--- config.mk ---
export PLATFORM = sky130hd
export DESIGN_NAME = block_dispatcher
export DESIGN_NICKNAME = d
export VERILOG_FILES = /design/src/rtl/block_dispatcher.sv
export SDC_FILE = /design/constraint.sdc
export NUM_CORES = 1
export LEC_CHECK = 0
export ABC_AREA = 1
export BUFFER_PORTS_ARGS = -buffer_cell sky130_fd_sc_hd__buf_2
export CAP_MARGIN = 20
export CELL_PAD_IN_SITES_DETAIL_PLACEMENT = 2
export CELL_PAD_IN_SITES_GLOBAL_PLACEMENT = 2
export CORE_MARGIN = 2
export CORE_UTILIZATION = 23
export DETAILED_ROUTE_END_ITERATION = 6
export PLACE_DENSITY = 0.66
export SETUP_SLACK_MARGIN = 0.02
export SLEW_MARGIN = 20
export SYNTH_ARGS = -nofsm -noshare
export SYNTH_HDL_FRONTEND = slang
export SYNTH_SLANG_ARGS = --single-unit
--- constraint.sdc ---
create_clock -name clk -period 9.2 [get_ports clk]
set_input_delay 0.92 -clock clk [delete_from_list [all_inputs] [get_ports clk]]
set_output_delay 0.92 -clock clk [all_outputs]
set_load 0.01 [all_outputs]
--- src/rtl/block_dispatcher.sv ---
// Kernel scheduler: splits the latched thread count into fixed-size blocks and
// hands them to free cores in ascending order, recycling each core through reset.
module block_dispatcher #(
    parameter int NUM_CORES         = 2,
    parameter int THREADS_PER_BLOCK = 4
) (
    input  logic                     clk,
    input  logic                     reset,
    input  logic                     start,
    input  logic [7:0]               thread_count,
    input  logic [NUM_CORES-1:0]     core_done,
    output logic [NUM_CORES-1:0]     core_start,
    output logic [NUM_CORES-1:0]     core_reset,
    output logic [8*NUM_CORES-1:0]   core_block_id,
    output logic [8*NUM_CORES-1:0]   core_thread_count,
    output logic                     done
);

    localparam logic [1:0] IDLE = 2'd0;
    localparam logic [1:0] RUN  = 2'd1;
    localparam logic [1:0] DONE = 2'd2;

    logic [1:0]                     r_state;
    logic [7:0]                     r_count;
    logic [7:0]                     r_total;
    logic [7:0]                     r_dispatched;
    logic [7:0]                     r_completed;
    logic [NUM_CORES-1:0]           r_core_start;
    logic [NUM_CORES-1:0]           r_core_reset;
    logic [NUM_CORES-1:0][7:0]      r_block_id;
    logic [NUM_CORES-1:0][7:0]      r_thread_cnt;
    logic                           r_done;

    logic [8:0]                     w_total_blocks;
    logic [8:0]                     w_next_id;
    logic [NUM_CORES-1:0]           w_assign;
    logic [NUM_CORES-1:0][7:0]      w_assign_id;
    logic [NUM_CORES-1:0][7:0]      w_assign_cnt;
    logic [NUM_CORES-1:0]           w_finish;
    logic [7:0]                     w_finish_count;

    // Widened to 9 bits so a count of 255 rounds up without wrapping.
    assign w_total_blocks = ({1'b0, thread_count} + 9'(THREADS_PER_BLOCK - 1))
                            / 9'(THREADS_PER_BLOCK);

    // Walk cores in index order, handing consecutive ids to free cores.
    always_comb begin
        w_next_id      = {1'b0, r_dispatched};
        w_assign       = '0;
        w_assign_id    = '0;
        w_assign_cnt   = '0;
        w_finish       = r_core_start & core_done;
        w_finish_count = '0;
        for (int i = 0; i < NUM_CORES; i++) begin
            w_assign_id[i] = w_next_id[7:0];
            if (w_next_id == {1'b0, r_total} - 9'd1)
                w_assign_cnt[i] = r_count - w_next_id[7:0] * 8'(THREADS_PER_BLOCK);
            else
                w_assign_cnt[i] = 8'(THREADS_PER_BLOCK);
            if (r_core_reset[i] && (w_next_id < {1'b0, r_total})) begin
                w_assign[i] = 1'b1;
                w_next_id   = w_next_id + 9'd1;
            end
            if (w_finish[i])
                w_finish_count = w_finish_count + 8'd1;
        end
    end

    always_ff @(posedge clk) begin
        if (reset) begin
            r_state      <= IDLE;
            r_count      <= '0;
            r_total      <= '0;
            r_dispatched <= '0;
            r_completed  <= '0;
            r_core_start <= '0;
            r_core_reset <= '1;
            r_block_id   <= '0;
            r_thread_cnt <= '0;
            r_done       <= 1'b0;
        end else begin
            case (r_state)
                IDLE: begin
                    r_core_reset <= '1;
                    r_core_start <= '0;
                    if (start) begin
                        r_count      <= thread_count;
                        r_total      <= w_total_blocks[7:0];
                        r_dispatched <= '0;
                        r_completed  <= '0;
                        if (w_total_blocks == 9'd0) begin
                            r_state <= DONE;
                            r_done  <= 1'b1;
                        end else begin
                            r_state <= RUN;
                        end
                    end
                end
                RUN: begin
                    if (r_completed == r_total) begin
                        r_state      <= DONE;
                        r_done       <= 1'b1;
                        r_core_reset <= '1;
                        r_core_start <= '0;
                    end else begin
                        for (int i = 0; i < NUM_CORES; i++) begin
                            if (r_core_reset[i]) begin
                                r_core_reset[i] <= 1'b0;
                                if (w_assign[i]) begin
                                    r_core_start[i] <= 1'b1;
                                    r_block_id[i]   <= w_assign_id[i];
                                    r_thread_cnt[i] <= w_assign_cnt[i];
                                end
                            end else if (w_finish[i]) begin
                                r_core_start[i] <= 1'b0;
                                r_core_reset[i] <= 1'b1;
                            end
                        end
                        r_dispatched <= w_next_id[7:0];
                        r_completed  <= r_completed + w_finish_count;
                    end
                end
                DONE: begin
                    r_core_reset <= '1;
                    r_core_start <= '0;
                    if (!start) begin
                        r_state <= IDLE;
                        r_done  <= 1'b0;
                    end
                end
                default: r_state <= IDLE;
            endcase
        end
    end

    assign core_start        = r_core_start;
    assign core_reset        = r_core_reset;
    assign core_block_id     = r_block_id;
    assign core_thread_count = r_thread_cnt;
    assign done              = r_done;

endmodule

==> results.yml <==
floorplanning:
  dieArea_um2: 20040
  die_x_um: 141.6
  dieHeight_um: 141.6
  ios: 50
  start_util_pct: 23.34
  num_rows: 50
  core_area_um2: 18640
sta:
  setup_viol_count_final: 0
  worst_slack_ns: 5.193
  max_freq_ghz: 0.2495
  post-route-period-util_pct: 43.56
  setup_tns_ns: 0
  slew_headroom_pct: 46.41
  worstMarginPinSlew_ns: 0.7972
  rsz0062_at_grt: "false"
  finalCriticalPeriod_ns: 4.007
  skew_ns: 0.003859
  hold_viol: 0
  final_max_slew_viol_count: 0
yosys:
  synth.yosys.seq_area_share_pct: 32.20
  synth_enable_flop_cells: 0
  yosysMostFrequentCell: "nand2_1"
  synth_nets: 669
  yosys_warnings: 0
  synth_top_family_by_area: "simple AND/OR/NAND/NOR gates"
  synth_xor_area_share_pct: 6.038
  synth_compound_area_share_pct: 13.66
  synth_cell_types: 36
  synth_ff_type: "dfxtp_1"
  synthAdderAreaFrac_pct: 10.01
  ys_top_cells_by_area: "dfxtp_1 (32%), nand2_1 (12%), ha_1 (8.6%)"
  synth_commonest_cells: "nand2_1 (144), inv_1 (76), dfxtp_1 (70), a21oi_1 (56), nand3_1 (53)"
  synth-simple-area-share_pct: 29.21
  synth-async-reset-ratio_pct: 0
  synth_cells: 623
  synth_area_per_cell_um2: 6.985
  syn_area_um2: 4352
  synth_top_area_cell: "dfxtp_1"
  yosysTopAreaCellShare_pct: 32.20
  ys_ff_latch: 70
  synthMuxAreaShare_pct: 0
route:
  post_drt_wl_per_cell_um: 17.47
  wl_um: 15830
  vias: 4323
  ant_nets: 0
  via_per_inst: 4.772
  drc: 0
  firstDrtPassIters: 4
  drtIter0Drc: 129
worst_setup_path:
  required_ns: 9.45
  crit-reg2reg-launch: "r_total[6]$_SDFFE_PP0P_"
  reg2reg_to: "core_block_id[8]$_SDFFE_PP0P_"
  r2r_setup_slack_ns: 5.19
  start_kind: "register"
  critPathCaptureType: "register"
  critPathKind: "register to register"
  crit_slowest_cell: "dfxtp_1"
  path_max_fanout: 25
  path_common_cell: "nand2_1"
  critPathMaxStageDelay_ns: 0.47
  worstPathArrival_ns: 4.26
  cp_cell_sequence: "inv_1 > ha_1 > inv_1 > nor2_1 > a21oi_4 > nand3_2 > nand2_1 > nand2_1 > ha_1 > nand3_1 > nor2_1 > nor2_1 > nand2_1 > nand2_1 > a21boi_0 > nor2_2 > nand2_2 > inv_2 > nand2_1 > a21oi_1"
  reg2reg_depth: 20
finish:
  final_layout_size_suffix_gt1_share_pct: 13.54
  syn2layout_area_growth_pct: 17.68
  insertedDiodeCount: 0
  num-fill-cells: 2261
  nets: 713
  seq_area_um2: 1401
  multi_input_area_um2: 2564
status:
  status: "finished clean"
hold_path:
  hold_start: "core_block_id[7]$_SDFFE_PP0P_"
  hp-class: "register to register"
  whs_endpoint: "core_block_id[7]$_SDFFE_PP0P_"
  holdPathStages: 2
global_routing:
  grt_max_degree: 34
  first_global_vias: 4709
  antenna_found_initial: 0
  grt_pass1_wl_um: 25560
  grt.total_usage_pct: 16.48
  grt.overflow.total: 0
pwr:
  cellLeakagePower_nw: 2.377
  peakVddDrop_uv: 110.6
  power_density_nw_per_um2: 419.2
clock_network:
  clock_path_buffers: 2
  cts_tree: "built"
  cts_sinks: 70
  htree_levels: 3
  cts_setup_buffers: 0
  path_clk_slew_ns: 0.06
  cts_made_buffers: 9
  post_cts_resized: 0
  insertion_delay_ns: 0.34
  root_buffer: "clkbuf_16"
  cts_hold_buf: 0
place:
  pre_cts_slack_ns: 5.207
  dpl.hpwl_um: 12770
  gp_congestion: 0.8481
  port_buffers: 49
flow_run:
  cap_violations: 0
==> per-stage QoR <==
| stage | hold slack (ns) | utilization, % | total power [mW] | cell area [um^2] | std cells |
|---|---|---|---|---|---|
| finish | 0.4428 | 27.47 | 2.147 | 5121 | 906 |
| global route | 0.4757 | 27.47 | 2.371 | 5121 | 906 |
| CTS | 0.4474 | 27.47 | 2.179 | 5121 | 906 |
| detailed placement | 0.4382 | 25.85 | 1.807 | 4818 | 890 |
| global placement | 0.4280 | 25.85 | 1.750 | 4818 | 890 |
| floorplan | 0.4636 | - | 1.410 | 4352 | 623 |
==> worst max-delay path: cells and delay by family (launching register included) <==
kind	cells	cell delay, ns
adders and majority gates	2	0.69
DFF	1	0.47
buffers and inverters	3	0.56
AOI/OAI and AO/OA	3	0.55
and+or+nand+nor	12	1.66
==> layout make-up <==
cell class              count  share of cell area (%)
multi-input cells         454                   50.06
clock inverters             3                  0.8307
flip-flops and latches     70                   27.36
clock buffers              13                   5.082
well taps                 234                   5.717
repair buffers             50                   4.935
inverters                  82                   6.010
==> logic make-up after synthesis <==
| kind of cell | count (synthesis) |
|---|---|
| AOI/OAI and AO/OA | 109 |
| adders and majority gates | 33 |
| xor gates and xnor gates | 30 |
| DFF | 70 |
| and+or+nand+nor | 282 |
| buffers and inverters | 99 |
==> power breakdown <==
group / internal, mW / total, mW / switching (mW)
logic: 0.424 / 1.34 / 0.917
registers: 0.378 / 0.451 / 0.0727
clock network: 0.224 / 0.355 / 0.131
total: 1.03 / 2.15 / 1.12
==> worst max path at each step <==
stage	to	from
floorplan	core_thread_count[10]$_SDFFE_PP0P_	r_total[5]$_SDFFE_PP0P_
global placement	core_thread_count[10]$_SDFFE_PP0P_	r_total[6]$_SDFFE_PP0P_
detailed placement	core_thread_count[13]$_SDFFE_PP0P_	r_total[6]$_SDFFE_PP0P_
CTS	core_block_id[8]$_SDFFE_PP0P_	r_total[6]$_SDFFE_PP0P_
global route	core_thread_count[9]$_SDFFE_PP0P_	r_total[5]$_SDFFE_PP0P_
finish	core_block_id[8]$_SDFFE_PP0P_	r_total[6]$_SDFFE_PP0P_
==> state kept, by name (all words and copies together), names as in the netlist <==
name               count
r_total                7
core_thread_count     16
core_start             2
core_reset             2
core_block_id         16
r_state                2
r_completed            8
r_count                8
done                   1
r_dispatched           8
==> metal layers <==
metal	GRT usage, %	vias up	part of all wire [%]	wire (um)
met5	0	-	0	0
met4	4.632	0	1.3	204
met3	2.767	11	2.0	310
met2	28.67	43	49	7737
met1	21.05	2146	48	7573
li1	-	2123	-	-
==> cell usage in the layout, fill, tap and decap left out, drive strengths merged, types with 2 or more instances in the layout <==
master / synthesis / final
a21oi: 57 / 57
buf: 7 / 50
clkbuf: 10 / 13
dfxtp: 70 / 70
fa: 3 / 3
ha: 30 / 30
inv: 82 / 82
nand2: 150 / 150
nand3: 55 / 55
nand3b: 2 / 2
nand4: 12 / 12
nor2: 49 / 49
nor3: 9 / 9
o211ai: 3 / 3
o21ai: 38 / 38
o22ai: 4 / 4
o32ai: 3 / 3
or2: 3 / 3
xnor2: 6 / 6
xor2: 24 / 24
(Power assumes the default switching activity.)
